<file path="config.mk">
export PLATFORM = sky130hd
export DESIGN_NAME = rbi_mmu_acc_fault
export DESIGN_NICKNAME = d
export VERILOG_FILES = /design/src/rtl/rbi_mmu_acc_fault.sv
export SDC_FILE = /design/constraint.sdc
export NUM_CORES = 1
export LEC_CHECK = 0
export ABC_AREA = 1
export BUFFER_PORTS_ARGS = -buffer_cell sky130_fd_sc_hd__buf_4
export CAP_MARGIN = 20
export CORE_MARGIN = 3
export CORE_UTILIZATION = 57
export CTS_CLUSTER_SIZE = 24
export DETAILED_ROUTE_END_ITERATION = 10
export PLACE_DENSITY = 0.86
export SLEW_MARGIN = 20
export SYNTH_ARGS = -nofsm -noshare
export SYNTH_HDL_FRONTEND = slang
export SYNTH_SLANG_ARGS = --single-unit
</file>
<file path="constraint.sdc">
create_clock -name clock_i -period 5.2 [get_ports clock_i]
set_input_delay 0.52 -clock clock_i [delete_from_list [all_inputs] [get_ports clock_i]]
set_output_delay 0.52 -clock clock_i [all_outputs]
set_load 0.01 [all_outputs]
</file>
<file path="src/rtl/rbi_mmu_acc_fault.sv">
// rbi_mmu_acc_fault: downstream stage of the MMU access checker.
//
// A request is latched when accepted (stage A). One edge later the checker's
// NoRwx/exception result for that request is sampled and the final outcome is
// registered (stage B), so respValid appears two clocks after the request when
// nothing stalls it. A checker Hold bounces the request through a one-cycle
// RETRY state that asks upstream to re-present it. After RETRY_MAX retries the
// next Hold is reported as a timeout exception. The first faulting address and
// code are kept for the trap unit until acknowledged.
//
// Ports
//   clock_i, reset_ni   core clock, asynchronous active-low reset
//   regInHold_i         freezes every register while high
//   reqValid_i          request presented; reqAddr_i/reqKind_i/reqUser_i describe it
//   chkExc_i            checker exception code for the request in stage B
//   chkNoRwx_i          checker NoRwx {Hold, NU, NC, NX, NW, NR}, same timing
//   reqReady_o          a new request can be accepted this cycle
//   reqRetry_o          one-cycle pulse: upstream re-presents the aligned request
//   respValid_o         one-cycle result strobe with respOk_o/respNoCache_o/respExc_o
//   fault*_o            sticky first-fault record, cleared by faultAck_i
//
// Prefetches never fault: any condition that would fault a prefetch (including
// a read denial or a retry timeout) is reported as respOk=0, respExc=0.

module rbi_mmu_acc_fault #(
  parameter int unsigned ADDR_W    = 48,
  parameter int unsigned RETRY_MAX = 7
) (
  input  logic              clock_i,
  input  logic              reset_ni,
  input  logic              regInHold_i,
  input  logic              reqValid_i,
  input  logic [ADDR_W-1:0] reqAddr_i,
  input  logic [1:0]        reqKind_i,
  input  logic              reqUser_i,
  input  logic [15:0]       chkExc_i,
  input  logic [5:0]        chkNoRwx_i,
  output logic              reqReady_o,
  output logic              reqRetry_o,
  output logic              respValid_o,
  output logic              respOk_o,
  output logic              respNoCache_o,
  output logic [15:0]       respExc_o,
  output logic              faultValid_o,
  output logic              faultOverrun_o,
  output logic [ADDR_W-1:0] faultAddr_o,
  output logic [15:0]       faultExc_o,
  input  logic              faultAck_i
);

  localparam logic [1:0] KindLoad     = 2'b00;
  localparam logic [1:0] KindStore    = 2'b01;
  localparam logic [1:0] KindIfetch   = 2'b10;
  localparam logic [1:0] KindPrefetch = 2'b11;

  localparam logic [15:0] ExcLoad    = 16'hA001;
  localparam logic [15:0] ExcStore   = 16'hA003;
  localparam logic [15:0] ExcIfetch  = 16'hA004;
  localparam logic [15:0] ExcUser    = 16'hA005;
  localparam logic [15:0] ExcTimeout = 16'hA00F;

  localparam logic [3:0] RetryMax = 4'(RETRY_MAX);

  typedef enum logic [1:0] {StIdle, StChk, StRetry} state_e;

  state_e            state_q, state_d;
  logic [ADDR_W-1:0] addr_q, addr_d;
  logic [1:0]        kind_q, kind_d;
  logic              user_q, user_d;
  logic [3:0]        retry_cnt_q, retry_cnt_d;
  logic              retry_q, retry_d;
  logic              resp_valid_q, resp_valid_d;
  logic              resp_ok_q, resp_ok_d;
  logic              resp_nc_q, resp_nc_d;
  logic [15:0]       resp_exc_q, resp_exc_d;
  logic              fault_valid_q, fault_valid_d;
  logic              fault_overrun_q, fault_overrun_d;
  logic [ADDR_W-1:0] fault_addr_q, fault_addr_d;
  logic [15:0]       fault_exc_q, fault_exc_d;

  logic        hold_hit, timeout, do_retry;
  logic        req_ready, accept, chk_now, deliver, fault_hit;
  logic [15:0] raw_exc, eval_exc;
  logic        eval_ok;

  // Hold from the checker only bounces the request while retries remain.
  assign hold_hit = chkNoRwx_i[5];
  assign timeout  = hold_hit && (retry_cnt_q == RetryMax);
  assign do_retry = hold_hit && !timeout;

  // Stage B frees the latch in the same cycle it delivers, allowing 1 req/clk.
  assign req_ready = (state_q == StIdle) || ((state_q == StChk) && !do_retry);
  assign accept    = reqValid_i && req_ready && !regInHold_i;
  assign chk_now   = (state_q == StChk) && !regInHold_i;
  assign deliver   = chk_now && !do_retry;

  // Outcome of the latched request against this cycle's checker result.
  always_comb begin
    raw_exc = '0;
    if (timeout) begin
      raw_exc = ExcTimeout;
    end else if (chkExc_i != '0) begin
      raw_exc = chkExc_i;
    end else if (user_q && chkNoRwx_i[4]) begin
      raw_exc = ExcUser;
    end else begin
      unique case (kind_q)
        KindLoad:     if (chkNoRwx_i[0]) raw_exc = ExcLoad;
        KindStore:    if (chkNoRwx_i[1]) raw_exc = ExcStore;
        KindIfetch:   if (chkNoRwx_i[2]) raw_exc = ExcIfetch;
        // Prefetch is a read probe: a read denial only squashes it.
        KindPrefetch: if (chkNoRwx_i[0]) raw_exc = ExcLoad;
      endcase
    end

    eval_ok = (raw_exc == '0);
    if (kind_q == KindPrefetch) begin
      eval_exc = '0;
    end else begin
      eval_exc = raw_exc;
    end
  end

  assign fault_hit = deliver && (eval_exc != '0);

  // Next-state logic; everything is committed only when regInHold_i is low.
  always_comb begin
    state_d         = state_q;
    addr_d          = addr_q;
    kind_d          = kind_q;
    user_d          = user_q;
    retry_cnt_d     = retry_cnt_q;
    retry_d         = 1'b0;
    resp_valid_d    = deliver;
    resp_ok_d       = deliver && eval_ok;
    resp_nc_d       = deliver && chkNoRwx_i[3];
    resp_exc_d      = deliver ? eval_exc : 16'h0000;
    fault_valid_d   = fault_valid_q;
    fault_overrun_d = fault_overrun_q;
    fault_addr_d    = fault_addr_q;
    fault_exc_d     = fault_exc_q;

    if (accept) begin
      addr_d = reqAddr_i;
      kind_d = reqKind_i;
      user_d = reqUser_i;
    end

    unique case (state_q)
      StIdle: begin
        if (accept) state_d = StChk;
      end
      StChk: begin
        if (do_retry) begin
          state_d = StRetry;
          retry_d = 1'b1;
        end else begin
          state_d     = accept ? StChk : StIdle;
          retry_cnt_d = '0;
        end
      end
      StRetry: begin
        state_d     = StChk;
        retry_cnt_d = retry_cnt_q + 4'd1;
      end
      default: state_d = StIdle;
    endcase

    // An acknowledge in the same cycle as a new fault drops the new fault.
    if (faultAck_i) begin
      fault_valid_d   = 1'b0;
      fault_overrun_d = 1'b0;
      fault_addr_d    = '0;
      fault_exc_d     = '0;
    end else if (fault_hit) begin
      if (!fault_valid_q) begin
        fault_valid_d = 1'b1;
        fault_addr_d  = addr_q;
        fault_exc_d   = eval_exc;
      end else begin
        fault_overrun_d = 1'b1;
      end
    end
  end

  always_ff @(posedge clock_i or negedge reset_ni) begin
    if (!reset_ni) begin
      state_q         <= StIdle;
      addr_q          <= '0;
      kind_q          <= '0;
      user_q          <= 1'b0;
      retry_cnt_q     <= '0;
      retry_q         <= 1'b0;
      resp_valid_q    <= 1'b0;
      resp_ok_q       <= 1'b0;
      resp_nc_q       <= 1'b0;
      resp_exc_q      <= '0;
      fault_valid_q   <= 1'b0;
      fault_overrun_q <= 1'b0;
      fault_addr_q    <= '0;
      fault_exc_q     <= '0;
    end else if (!regInHold_i) begin
      state_q         <= state_d;
      addr_q          <= addr_d;
      kind_q          <= kind_d;
      user_q          <= user_d;
      retry_cnt_q     <= retry_cnt_d;
      retry_q         <= retry_d;
      resp_valid_q    <= resp_valid_d;
      resp_ok_q       <= resp_ok_d;
      resp_nc_q       <= resp_nc_d;
      resp_exc_q      <= resp_exc_d;
      fault_valid_q   <= fault_valid_d;
      fault_overrun_q <= fault_overrun_d;
      fault_addr_q    <= fault_addr_d;
      fault_exc_q     <= fault_exc_d;
    end
  end

  assign reqReady_o     = req_ready;
  assign reqRetry_o     = retry_q;
  assign respValid_o    = resp_valid_q;
  assign respOk_o       = resp_ok_q;
  assign respNoCache_o  = resp_nc_q;
  assign respExc_o      = resp_exc_q;
  assign faultValid_o   = fault_valid_q;
  assign faultOverrun_o = fault_overrun_q;
  assign faultAddr_o    = fault_addr_q;
  assign faultExc_o     = fault_exc_q;

endmodule

</file>
After elaboration in Yosys (flattened, before gate mapping). Cells that the tools add are included. Widths: inputs -> output; s select.

Bits in writable memories: 0. Logic and storage cells: 83. Input bits: 78. Memories: 0. ROM bits: 0. Output and inout port bits: 87. Latch bits: 0. Flip-flop bits (word level): 143.

Shift operators: 0. Add/subtract/negate cells: 1. Divide/modulo/power cells: 0. Eq/ne operators: 9. Bitwise gates (word level): 1. Multipliers: 0. $lt $le $gt $ge: 0. Mux-type cells: 28. Reduce and logical (&&, ||, !) cells: 30.

Operators with widths (count): $mux 16 (11); $mux 48 (3); $pmux 16 s3 (1); $reduce_bool 16->1 (2); $logic_not 16->1 (1); $logic_and 1x1->1 (11); $reduce_and 3->1 (3); $mux 1 (8); $pmux 4 s2 (1); $eq 2x2->1 const B (3); $ne 2x2->1 const B (3); $pmux 2 s3 (1); $reduce_and 2->1 (3); $reduce_bool 2->1 (3); $add 4x1->4 const B (1); $eq 2x1->1 const B (2); $eq 4x3->1 const B (1); $logic_not 2->1 (2); $mux 2 (2); $mux 4 (1); $logic_not 1->1 (3); $reduce_or 2->1 (1); $logic_or 1x1->1 (1); $not 1->1 (1).

Longest topological paths before layout. Gate-level depths: netlist (run 1).

Word-level depth: 12. Mapped depth: 16. Mapped depth without buffers: 15.

Worst setup path after synthesis (run 1). OpenSTA, ideal clock, no wires.

Kind: register to register. Start: register kind_q[0]. End: register fault_addr_q[0] (netlist: faultAddr_o[0]). Stages on the path, launching flop included: 17. Setup time: 0.117 ns. Arrival time: 1.940 ns. Slack: 3.144 ns. Period minus slack after synthesis: 2.056 ns. Data required time: 5.083 ns. Cells stage by stage: dfrtp_1 -> inv_1 -> ha_1 -> nand2_1 -> nor2_1 -> nor2_1 -> nand2_1 -> nand3_1 -> nand3_1 -> nand2_1 -> nand3_1 -> o21ai_0 -> o21bai_1 -> buf_2 -> buf_2 -> nand2_1 -> nand2_1.

Word-level cells in the longest chain between the ends: 11. Elaborated cells on any way between the ends: 14. Those cells by class: eq/ne: 3; mux: 5; reduce/logical: 6.

Ends and longest elaborated chain: from (decl) (RTL line 68) `logic [1:0] kind_q, kind_d;`; from (signal assigned) (RTL line 205) `kind_q <= kind_d;`; $eq 2x2->1 / $logic_not 2->1 (equally long branches) (RTL line 107, 117); $reduce_or 2->1 (no line); $pmux 16 s3 (RTL line 107) `unique case (kind_q)`; $mux 16 (RTL line 104) `end else if (user_q && chkNoRwx_i[4]) begin`; $mux 16 (RTL line 102) `end else if (chkExc_i != '0) begin`; $mux 16 (RTL line 100) `if (timeout) begin`; $mux 16 * (RTL line 117) `if (kind_q == KindPrefetch) begin`; $reduce_bool 16->1 * (RTL line 124) `assign fault_hit = deliver && (eval_exc != '0);`; $logic_and 1x1->1 * (RTL line 124); $reduce_bool 2->1 (no line) *; $reduce_and 3->1 (no line) *; to (signal assigned) (RTL line 215) `fault_addr_q <= fault_addr_d;`; to (decl) (RTL line 78) `logic [ADDR_W-1:0] fault_addr_q, fault_addr_d;`.

Every way passes the cells marked *; elsewhere a longest branch is shown, timed or not. A chain may end at the register's enable or synchronous reset.

Worst setup path in the final report (run 1).
Start: register retry_cnt_q[0]. End: register fault_addr_q[36] (netlist: faultAddr_o[36]).

Word-level cells in the longest chain between the ends: 9. Elaborated cells on any way between the ends: 12. Those cells by class: eq/ne: 1; mux: 2; reduce/logical: 9.

Ends and longest elaborated chain: from (decl) (RTL line 70) `logic [3:0] retry_cnt_q, retry_cnt_d;`; from (signal assigned) (RTL line 207) `retry_cnt_q <= retry_cnt_d;`; $eq 4x3->1 * (RTL line 88) `assign timeout = hold_hit && (retry_cnt_q == RetryMax);`; $logic_and 1x1->1 * (RTL line 88); parallel branches: the longest is 4 deep, another holds $mux 16; $logic_and 1x1->1 * (RTL line 124); $reduce_bool 2->1 (no line) *; $reduce_and 3->1 (no line) *.

Mark *: on every way between the ends.

==> summary.txt, run 1 <==
Gate count of the mapped netlist -> 762
Worst path arrival time -> 3870 ps
Clk_skew -> 6.685 ps
Vias in the first global route -> 5349
Via/cell ratio -> 5.166
Worst slew pin tran -> 1017 ps
Post-synthesis mux area share -> 0.1825%
Sequential-to-total area share from yosys stat -> 57.99%
Pwr Density -> 542.8 mW/mm^2
Gpl congestion -> 0.9069
Post-cts sizing count -> 0
Reg2reg setup slack -> 1790 ps
Startpoint types -> flop
Core area -> 0.01042 sq mm
Int Power -> 2.880 mW
Simple-gate share of the synthesized area -> 26.18%
Worst reg2reg startpoint -> retry_cnt_q[0]
Tot Pwr -> 4.396 mW
Post-route ant nets -> 0
Max_slew headroom -> 32.03%
CTS Buf Count -> 17
Adder-cell share of the synthesized area -> 0.8110%
Unique masters post-synth -> 25
Synthesized Nets -> 844
Initial DRT Pass Iterations -> 5
Seq cells post-synth -> 143
Row count -> 37
Outcome -> completed
Port buffer count -> 164
Sequential power share -> 40.0%
Final setup fails -> 0
Clock Power Share -> 28.3%
Dpl cells -> 1027
Drt first-iter violations -> 345
Root buf cell -> clkbuf_8
Ant. Diodes -> 0
Final period util -> 65.60%
Combinational power share -> 31.7%
CP Launch Point -> retry_cnt_q[0]
CP Capture Type -> flop
Mean area per synthesized cell -> 8.098 sq um
Main combinational cell family by area after synthesis -> simple AND/OR/NAND/NOR gates
Drt wl/cell -> 15.03 um
Final WL -> 15940 um
First-pass GRT wire length -> 25030 um
Worst setup path end -> faultAddr_o[36]
HP Class -> in -> async
Setup TNS Final -> 0 ps
Sw power -> 1.517 mW
Largest net degree at the start of global routing -> 103
Leakage -> 4.506 nW
Post-synthesis xor/xnor area fraction -> 0.2839%
Total Routing Usage GR -> 26.99%
Post-synth top area share -> 57.99%
Fin. max-slew vios -> 0
# H-tree levels -> 4
Setup bufs post-CTS -> 0
CTS Hold Bufs -> 0
Critical path fanouts, max -> 43
Gr ovfl total -> 0
Synthesized area -> 0.006171 sq mm
Die width -> 110.1 um
Post-synthesis compound-gate area fraction -> 7.644%
I/O pin count -> 165
Synthesis-to-layout area growth -> 31.24%
Ys Warns -> 0
Initial Util -> 59.24%
Vias post-DR -> 5476
Final Hold Viols -> 0
Die height -> 110.1 um
DPL Wire Length -> 10390 um
Yosys top cell by area -> dfrtp_1
Req. time, crit path -> 5660 ps
Worst-case clock buffer depth -> 2
Post-Layout Cell Count -> 1060
Clock slew at reported path FFs -> 70 ps
Layout cells sized above 1 -> 22.19%
Unrepaired setup endpoints after global routing -> no
Antenna violations before repair -> 0
CTS tree -> built
Clock Sinks -> 143
Synth area leaders -> dfrtp_1, nand2_1, nor2_1
Highest achievable clock rate -> 293.2 MHz
Drc violations -> 0
Critical path type -> reg -> reg
Fillers -> 757
Number of max-cap violations -> 0
Switching fraction of total power -> 34.50%
Peak supply drop -> 0.0002798 V
Post-layout min period -> 3411 ps
Layout Nets -> 993
Cell count of the worst reg-to-reg path -> 10
Clk_lat worst skew -> 520 ps
RR Endpoint -> faultAddr_o[36]
Die Area -> 0.01211 sq mm
Fin util -> 77.75%
per-stage QoR:
stage / cell area (sq um) / setup WS [ps] / hold WS [ps]
6_report: 8099 / 1789 / 49.39
5_1_grt: 8099 / 1518 / 90.37
4_1_cts: 8071 / 1858 / 58.43
3_5_place_dp: 7462 / 1876 / 459.5
3_3_place_gp: 7462 / 2053 / 455.7
2_1_floorplan: 6171 / 3144 / 224.4
cells in the mapped netlist, drive strengths merged:
master and instances:
nand3b 1, o21bai 1, o21ai 23, o31ai 1, nor2 141, dfrtp 143, nor3 1, mux2 1
xor2 2, o31a 1, ha 4, a21oi 55, clkbuf 24, nand2 244, nand4 4, a31oi 1
a22o 2, nand3 24, buf 14, clkinv 1, o211ai 3, nor4 1, inv 70
state kept, by name, summed over array words and instances, names as in the netlist:
name	count
addr_q	48
faultAddr_o	48
faultExc_o	16
respExc_o	16
retry_cnt_q	4
kind_q	2
state_q	2
faultOverrun_o	1
faultValid_o	1
reqRetry_o	1
respNoCache_o	1
respOk_o	1
respValid_o	1
user_q	1
power groups by stage:
stage	clock network [mW]	logic, mW	registers, mW
after floorplan	0	0.681	1.82
after global placement	0	1.31	1.75
after detailed placement	0	1.38	1.77
after CTS	1.26	1.40	1.76
after global routing	1.31	1.57	1.80
final	1.25	1.39	1.76
worst min path at each step:
stage | end | slack, ps | depth (start not counted)
after floorplan | addr_q[0] | 220 | 0
after global placement | faultAddr_o[10] | 460 | 2
after detailed placement | faultAddr_o[42] | 460 | 2
after CTS | addr_q[40] | 60 | 1
after global routing | addr_q[40] | 90 | 1
final | addr_q[43] | 50 | 1
final cells by class:
class	instances	area (sq um)	area share, %
clock inverter	14	181.4	2.240
multi-input combinational	510	2190	27.04
inverter	71	266.5	3.291
sequential	143	3578	44.18
timing repair buffer	168	1285	15.87
tap	136	170.2	2.101
clock buffer	18	427.9	5.283
layer usage:
metal,global-route usage [%],wire length [um]
met5,0,0
met4,14.25,581
met3,5.533,951
met2,44.97,8063
met1,33.15,6340
critical path, cell delays in order, from the launching register on:
cell      delay (ps)
dfrtp_1          400
ha_1             230
nand4_2          500
nand3_1          350
nand2_1          140
nand3_1          120
o21ai_0          180
o21bai_4         850
buf_4            390
nand2_1           90
nand2_1           80
logic make-up (layout without fill, tap and decap cells):
family                     after synthesis  count (layout)
DFF                                    143             143
muxes                                    1               1
buffers and inverters                  109             271
AOI/OAI and AO/OA                       87              87
and+or+nand+nor                        416             416
xor gates and xnor gates                 2               2
adders and majority gates                4               4
cell usage in the layout (no fill, tap or decap), types with 3 or more instances in the layout:
cell        instances
nand4_1             3
inv_1              70
clkinvlp_4          3
inv_6               4
a21oi_1            54
clkbuf_16          16
buf_4             166
ha_1                4
o211ai_1            3
bufinv_16           3
nand3_1            23
nor2_1            141
nand2_1           244
o21ai_0            23
dfrtp_1           143
Power figures use the tool's default switching activity.
==> run 2, diff against run 1 <==
--- a/config.mk
+++ b/config.mk
@@ -5,14 +5,14 @@
 export SDC_FILE = /design/constraint.sdc
 export NUM_CORES = 1
 export LEC_CHECK = 0
-export ABC_AREA = 1
+export ABC_AREA = 0
 export BUFFER_PORTS_ARGS = -buffer_cell sky130_fd_sc_hd__buf_4
 export CAP_MARGIN = 20
 export CORE_MARGIN = 3
-export CORE_UTILIZATION = 57
+export CORE_UTILIZATION = 51
 export CTS_CLUSTER_SIZE = 24
 export DETAILED_ROUTE_END_ITERATION = 10
-export PLACE_DENSITY = 0.86
+export PLACE_DENSITY = 0.79
 export SLEW_MARGIN = 20
 export SYNTH_ARGS = -nofsm -noshare
 export SYNTH_HDL_FRONTEND = slang
==> constraint.sdc (replaced) <==
create_clock -name clock_i -period 3.2 [get_ports clock_i]
set_input_delay 0.32 -clock clock_i [delete_from_list [all_inputs] [get_ports clock_i]]
set_output_delay 0.32 -clock clock_i [all_outputs]
set_load 0.01 [all_outputs]
==> run 2 against run 1 <==
Effect of this change:
- design area is 7.3% lower
- synthesized area is 9.3% lower
- final cell count is 34% lower
- setup slack worse by 1100 ps
- clock skew is 0.61 ps lower
- register-to-register slack worse by 1100 ps
- clock power is 58% higher
- total power is 13% higher
- critical path depth is 3 lower
- sequential power is 27% higher
- die area is 1.3% higher
- non-clock buffer count is 3 higher
- largest power group unchanged
- highest routed layer unchanged
==> summary.txt, run 2 <==
CP Cell Sequence -> ha_1, nand3b_1, nor2_1, or4_4, o31ai_4, buf_4, a22o_1
Startpoint types -> flop
DPL Wire Length -> 8910 um (-14%)
Unrepaired setup endpoints after global routing -> no
Total Routing Usage GR -> 21.97% (-5.0 points)
Unique masters post-synth -> 36 (+44%)
Via/cell ratio -> 5.557 (+7.6%)
Clk_lat worst skew -> 510 ps (about the same)
Post-layout min period -> 2489 ps (-921.8 ps)
Vias in the first global route -> 4063 (-24%)
Post-synth top area share -> 63.92% (+5.9 points)
Final setup fails -> 0 (unchanged)
Die height -> 110.8 um (+0.65%)
Peak supply drop -> 0.0003924 V (+40%)
Row count -> 37 (unchanged)
Largest net degree at the start of global routing -> 87 (-16%)
Seq cells post-synth -> 143 (unchanged)
Critical path type -> reg -> reg
Die width -> 110.8 um (+0.65%)
Mean area per synthesized cell -> 14.50 sq um (+79%)
Final WL -> 13000 um (-18%)
Gpl congestion -> 0.8622 (-4.9%)
Ant. Diodes -> 0 (unchanged)
Max_slew headroom -> 42.37% (+10 points)
Gate count of the mapped netlist -> 386 (-49%)
Outcome -> completed
Most frequent cells in the layout -> buf_4, dfrtp_1, a22o_1
Yosys top cell by area -> dfrtp_1
Die Area -> 0.01227 sq mm (+1.3%)
Drc violations -> 0 (unchanged)
Final period util -> 77.78% (+12 points)
Clock Sinks -> 143 (unchanged)
Synth async-reset ratio -> 100.0% (unchanged)
Root buf cell -> clkbuf_8
Req. time, crit path -> 3640 ps (-2020 ps)
Synth Flop Type -> dfrtp_1
Drt wl/cell -> 18.58 um (+24%)
Worst path arrival time -> 2930 ps (-940 ps)
Leakage -> 3.739 nW (-17%)
Critical path fanouts, max -> 33 (-23%)
First-pass GRT wire length -> 21500 um (-14%)
CP Capture Type -> flop
CTS Buf Count -> 17 (unchanged)
Synthesized Nets -> 468 (-45%)
Post-DP Area -> 0.006909 sq mm (-7.4%)
Vias post-DR -> 3890 (-29%)
Worst-case clock buffer depth -> 2 (unchanged)
Pwr Density -> 659.6 mW/mm^2 (+22%)
Layout Nets -> 636 (-36%)
Post-route ant nets -> 0 (unchanged)
CP max stage delay -> 590 ps (-260 ps)
Top-count cell post-synth -> dfrtp_1
Layout cells sized above 1 -> 45.04% (+23 points)
CTS tree -> built
Initial Util -> 53.27% (-6.0 points)
Initial DRT Pass Iterations -> 5 (unchanged)
Final Hold Viols -> 0 (unchanged)
Commonest non-fill, non-tap cell in the layout -> buf_4
Clk_skew -> 6.071 ps (-0.6142 ps)
Ys Warns -> 0 (unchanged)
Antenna violations before repair -> 0 (unchanged)
Port buffer count -> 164 (unchanged)
Number of max-cap violations -> 0 (unchanged)
Drt first-iter violations -> 180 (-48%)
Post-synth EDFFs -> 0 (unchanged)
HP Class -> in -> reg
Sequential-to-total area share from yosys stat -> 63.92% (+5.9 points)
# H-tree levels -> 4 (unchanged)
I/O pin count -> 165 (unchanged)
Final instance area -> 0.007510 sq mm (-7.3%)
Worst slew pin tran -> 857.8 ps (-158.9 ps)
Gr ovfl total -> 0 (unchanged)
Synth cell count leaders -> dfrtp_1, a22o_1, mux2_2
Synth area leaders -> dfrtp_1, a22o_1, mux2_2
Clock slew at reported path FFs -> 60 ps (about the same)
Core area -> 0.01051 sq mm (+0.89%)
Synthesized area -> 0.005598 sq mm (-9.3%)
Fin. max-slew vios -> 0 (unchanged)
Dpl cells -> 670 (-35%)
Setup TNS Final -> 0 ps (unchanged)
Crit-path slowest cell -> or4_4
Fin util -> 71.46% (-6.3 points)
Post-Layout Cell Count -> 700 (-34%)
Highest achievable clock rate -> 401.8 MHz (+37%)
Synthesis-to-layout area growth -> 34.15%
run 2: cell types whose count changed after synthesis, sizes merged, moves of 16 or more:
cell	previous run	this run
clkbuf	24	7
mux2	1	51
nor2	141	12
a21oi	55	7
a22o	2	79
inv	70	4
nand2	244	12
o21ai	23	7
nand3	24	2
run 2: timing repair:
| item | in CTS | in global routing |
|---|---|---|
| setup endpoints to repair | 0 | 0 |
| hold endpoints to repair | 85 | 0 |
| resized for setup | 0 | 0 |
| setup buffers | 0 | 0 |
| hold buffers | 1 | 0 |
run 2: final cells by class:
class	instances	area, sq um
Clock inverter	6	133.9
Clock buffer	23	456.7
Inverter	4	15.01
Multi-Input combinational cell	217	1841
Sequential cell	143	3578
Timing Repair Buffer	171	1315
Fill cell	716	2999
Tap cell	136	170.2
run 2: power by group:
part           internal, mW  total, mW  switching [mW]  leakage, nW
logic                 0.420      0.743           0.323         1.59
registers              2.07       2.23           0.161         1.86
clock network          1.29       1.98           0.682        0.288
total                  3.79       4.95            1.17         3.74
run 2: final timing paths:
check                      slack, ps              end            from  cells after the start
setup / recovery                 710  faultAddr_o[19]  retry_cnt_q[0]                      7
hold / removal                    30       addr_q[36]   reqAddr_i[36]                      2
setup reg to reg                 710  faultAddr_o[19]  retry_cnt_q[0]                      7
hold reg to reg                  480       reqRetry_o      reqRetry_o                      1
max in group asynchronous       1980       addr_q[27]        reset_ni                      3
min in group asynchronous        430    faultExc_o[4]        reset_ni                      2
run 2: cells by family after synthesis:
kind of cell | share of synthesized area [%]
buf+inv | 3.219
simple gates | 5.118
xor+xnor | 0.3130
compound gates | 16.27
mux | 10.26
flops | 63.92
fa+ha+maj | 0.8941
run 2: metrics by stage:
step / hold slack [ps] / power [mW] / worst slack, ps
final: 34.65 / 4.953 / 710.9
after global placement: 418.6 / 2.975 / 802.0
after detailed placement: 426.1 / 3.012 / 734.7
after global routing: 19.60 / 5.169 / 598.5
after floorplan: 24.41 / 2.650 / 918.8
after CTS: 19.51 / 5.001 / 709.4
run 2: per-layer routing:
layer	wire length [um]	up-vias	part of all wire [%]	track usage [%]
met2	6228	142	48	34.14
met4	136	0	1.0	7.553
met5	0	-	0	0
met3	888	8	6.8	6.004
li1	-	1781	-	-
met1	5751	1959	44	30.06
run 2: worst max-delay path: cells and delay by family, from the launching register on:
kind | cells | cell delay, ps
fa+ha+maj | 1 | 230
compound gates | 2 | 450
buf+inv | 1 | 390
simple gates | 3 | 920
flops | 1 | 410
==> run 3, diff against run 2 <==
--- a/config.mk
+++ b/config.mk
@@ -5,14 +5,14 @@
 export SDC_FILE = /design/constraint.sdc
 export NUM_CORES = 1
 export LEC_CHECK = 0
-export ABC_AREA = 0
+export ABC_AREA = 1
 export BUFFER_PORTS_ARGS = -buffer_cell sky130_fd_sc_hd__buf_4
 export CAP_MARGIN = 20
 export CORE_MARGIN = 3
-export CORE_UTILIZATION = 51
+export CORE_UTILIZATION = 53
 export CTS_CLUSTER_SIZE = 24
 export DETAILED_ROUTE_END_ITERATION = 10
-export PLACE_DENSITY = 0.79
+export PLACE_DENSITY = 0.8
 export SLEW_MARGIN = 20
 export SYNTH_ARGS = -nofsm -noshare
 export SYNTH_HDL_FRONTEND = slang
==> constraint.sdc (replaced) <==
create_clock -name clock_i -period 2.6 [get_ports clock_i]
set_input_delay 0.26 -clock clock_i [delete_from_list [all_inputs] [get_ports clock_i]]
set_output_delay 0.26 -clock clock_i [all_outputs]
set_load 0.01 [all_outputs]
==> run 3 against run 2 <==
Effect of this change:
- combinational power grew to 3.9 times the previous value
- sequential share of layout area shrank 4.3 points
- clock power grew 17%
- first-iteration DRC count grew 140%
- final cell count grew 55%
- die area grew 5.7%
- utilization grew 2.7 points
- critical endpoint is now faultExc_o[6]
==> summary.txt, run 3 (same netlist as run 1, synthesis figures left out) <==
Number of max-cap violations -> 0 (unchanged)
Ant. Diodes -> 0 (unchanged)
Antenna violations before repair -> 0 (unchanged)
Drc violations -> 0 (unchanged)
CTS Buf Count -> 17 (unchanged)
Die width -> 113.9 um (+2.8%)
CP Capture Type -> flop
Worst path arrival time -> 2730 ps (-200 ps)
Startpoint types -> flop
Clk_lat worst skew -> 420 ps (-90 ps)
Most frequent cells in the layout -> nand2_1, buf_4, dfrtp_1
Max_slew headroom -> 53.91% (+12 points)
Unrepaired setup endpoints after global routing -> no
Post-layout min period -> 2375 ps (-114.1 ps)
DPL Wire Length -> 11100 um (+25%)
Layout cells sized above 1 -> 23.44% (-22 points)
Vias post-DR -> 5494 (+41%)
Clock slew at reported path FFs -> 50 ps (about the same)
I/O pin count -> 165 (unchanged)
Die Area -> 0.01297 sq mm (+5.7%)
Fin. max-slew vios -> 0 (unchanged)
Initial DRT Pass Iterations -> 4 (-1)
Die height -> 113.9 um (+2.8%)
Worst-case clock buffer depth -> 2 (unchanged)
Setup TNS Final -> 0 ps (unchanged)
Clk_skew -> 8.232 ps (+2.161 ps)
Final WL -> 15670 um (+20%)
Commonest non-fill, non-tap cell in the layout -> nand2_1
Gpl congestion -> 0.8536 (-1.0%)
Post-route ant nets -> 0 (unchanged)
Total Routing Usage GR -> 25.39% (+3.4 points)
Via/cell ratio -> 5.073 (-8.7%)
Highest achievable clock rate -> 421.1 MHz (+4.8%)
Final instance area -> 0.008250 sq mm (+9.9%)
Clock Sinks -> 143 (unchanged)
Register area -> 0.003578 sq mm (unchanged)
Critical path fanouts, max -> 39 (+18%)
Leakage -> 4.576 nW (+22%)
Vias in the first global route -> 5425 (+34%)
CTS tree -> built
Peak supply drop -> 0.0006487 V (+65%)
Final setup fails -> 0 (unchanged)
Row count -> 38 (+2.7%)
Multi-input combinational cell area -> 0.002203 sq mm (+20%)
Initial Util -> 55.47% (+2.2 points)
Final Hold Viols -> 0 (unchanged)
Pwr Density -> 1055 mW/mm^2 (+60%)
Layout Nets -> 1013 (+59%)
Root buf cell -> clkbuf_16
Core area -> 0.01113 sq mm (+5.9%)
Fillers -> 844 (+18%)
Post-DP Area -> 0.007642 sq mm (+11%)
Drt first-iter violations -> 423 (+140%)
Worst slew pin tran -> 691.3 ps (-166.5 ps)
Largest net degree at the start of global routing -> 65 (-25%)
Critical path type -> reg -> reg
Gr ovfl total -> 0 (unchanged)
# H-tree levels -> 4 (unchanged)
Final period util -> 91.35% (+14 points)
Req. time, crit path -> 2950 ps (-690 ps)
Outcome -> completed
HP Class -> in -> reg
Drt wl/cell -> 14.47 um (-22%)
Port buffer count -> 164 (unchanged)
First-pass GRT wire length -> 26040 um (+21%)
Synthesis-to-layout area growth -> 33.70%
## run 3: cell types whose count changed in the layout (fill, tap and decap cells not counted), sizes merged, moves of 22 or more
cell   previous run  this run
inv               4        70
mux2             51         1
a21oi             7        55
nand3             2        24
nand2            12       244
a22o             79         2
nor2             12       141
## run 3: critical path, cell delays in order (launching register included)
cell and delay (ps):
dfrtp_1 380, ha_1 250, nand4_4 290, nand3_1 230, nand3_1 90, nor2_1 160
nand3_1 120, nor2_1 120, nor2_1 90, a21oi_4 170, buf_12 220, nand2_1 90
nand2_1 80
## run 3: repair_timing
action,4_1_cts,5_1_grt
endpoints found under the setup margin,0,64
gates resized for setup,0,7
hold buffers,1,0
buffers inserted,0,0
hold endpoints to repair,62,0
## run 3: path summary, 6_finish.rpt
check,from,to,slack (ps),cells past startpoint
setup / recovery,retry_cnt_q[0],faultExc_o[6],230,12
hold / removal,chkNoRwx_i[3],respNoCache_o,70,2
setup reg to reg,retry_cnt_q[0],faultExc_o[6],230,12
hold reg to reg,faultAddr_o[7],faultAddr_o[7],470,2
max in group asynchronous,reset_ni,respExc_o[2],1430,3
min in group asynchronous,reset_ni,addr_q[3],390,2
## run 3: layout make-up
class | instances | area share, %
clock inverters | 4 | 0.6066
clock buffers | 27 | 6.339
multi-input cells | 510 | 26.71
well taps | 140 | 2.123
flip-flops and latches | 143 | 43.37
inverters | 71 | 3.230
repair buffers | 188 | 17.62
## run 3: where the power goes
| group | switching [mW] | leakage [nW] | internal [mW] |
|---|---|---|---|
| sequential | 0.434 | 1.76 | 3.08 |
| clock | 0.856 | 0.276 | 1.46 |
| combinational | 1.62 | 2.54 | 1.25 |
| total | 2.91 | 4.58 | 5.80 |
## run 3: stage by stage
step | cells | util (%) | hold slack, ps | setup slack, ps | total power [mW]
6_report | 1083 | 74.16 | 70.33 | 225.0 | 8.707
5_1_grt | 1083 | 74.16 | 69.10 | 9.905 | 9.298
4_1_cts | 1083 | 73.93 | 56.52 | 4.394 | 8.757
3_5_place_dp | 1051 | 68.69 | 278.3 | 17.47 | 6.400
3_3_place_gp | 1051 | 68.69 | 272.4 | 165.8 | 6.253
2_1_floorplan | 762 | - | -35.59 | 543.7 | 5.004
## run 3: layer usage
metal	routed length [um]	vias to the layer above	GRT usage, %
met1	6423	2617	31.87
met3	1081	16	6.737
li1	-	2679	-
met5	0	-	0
met4	178	0	8.314
met2	7982	182	43.03
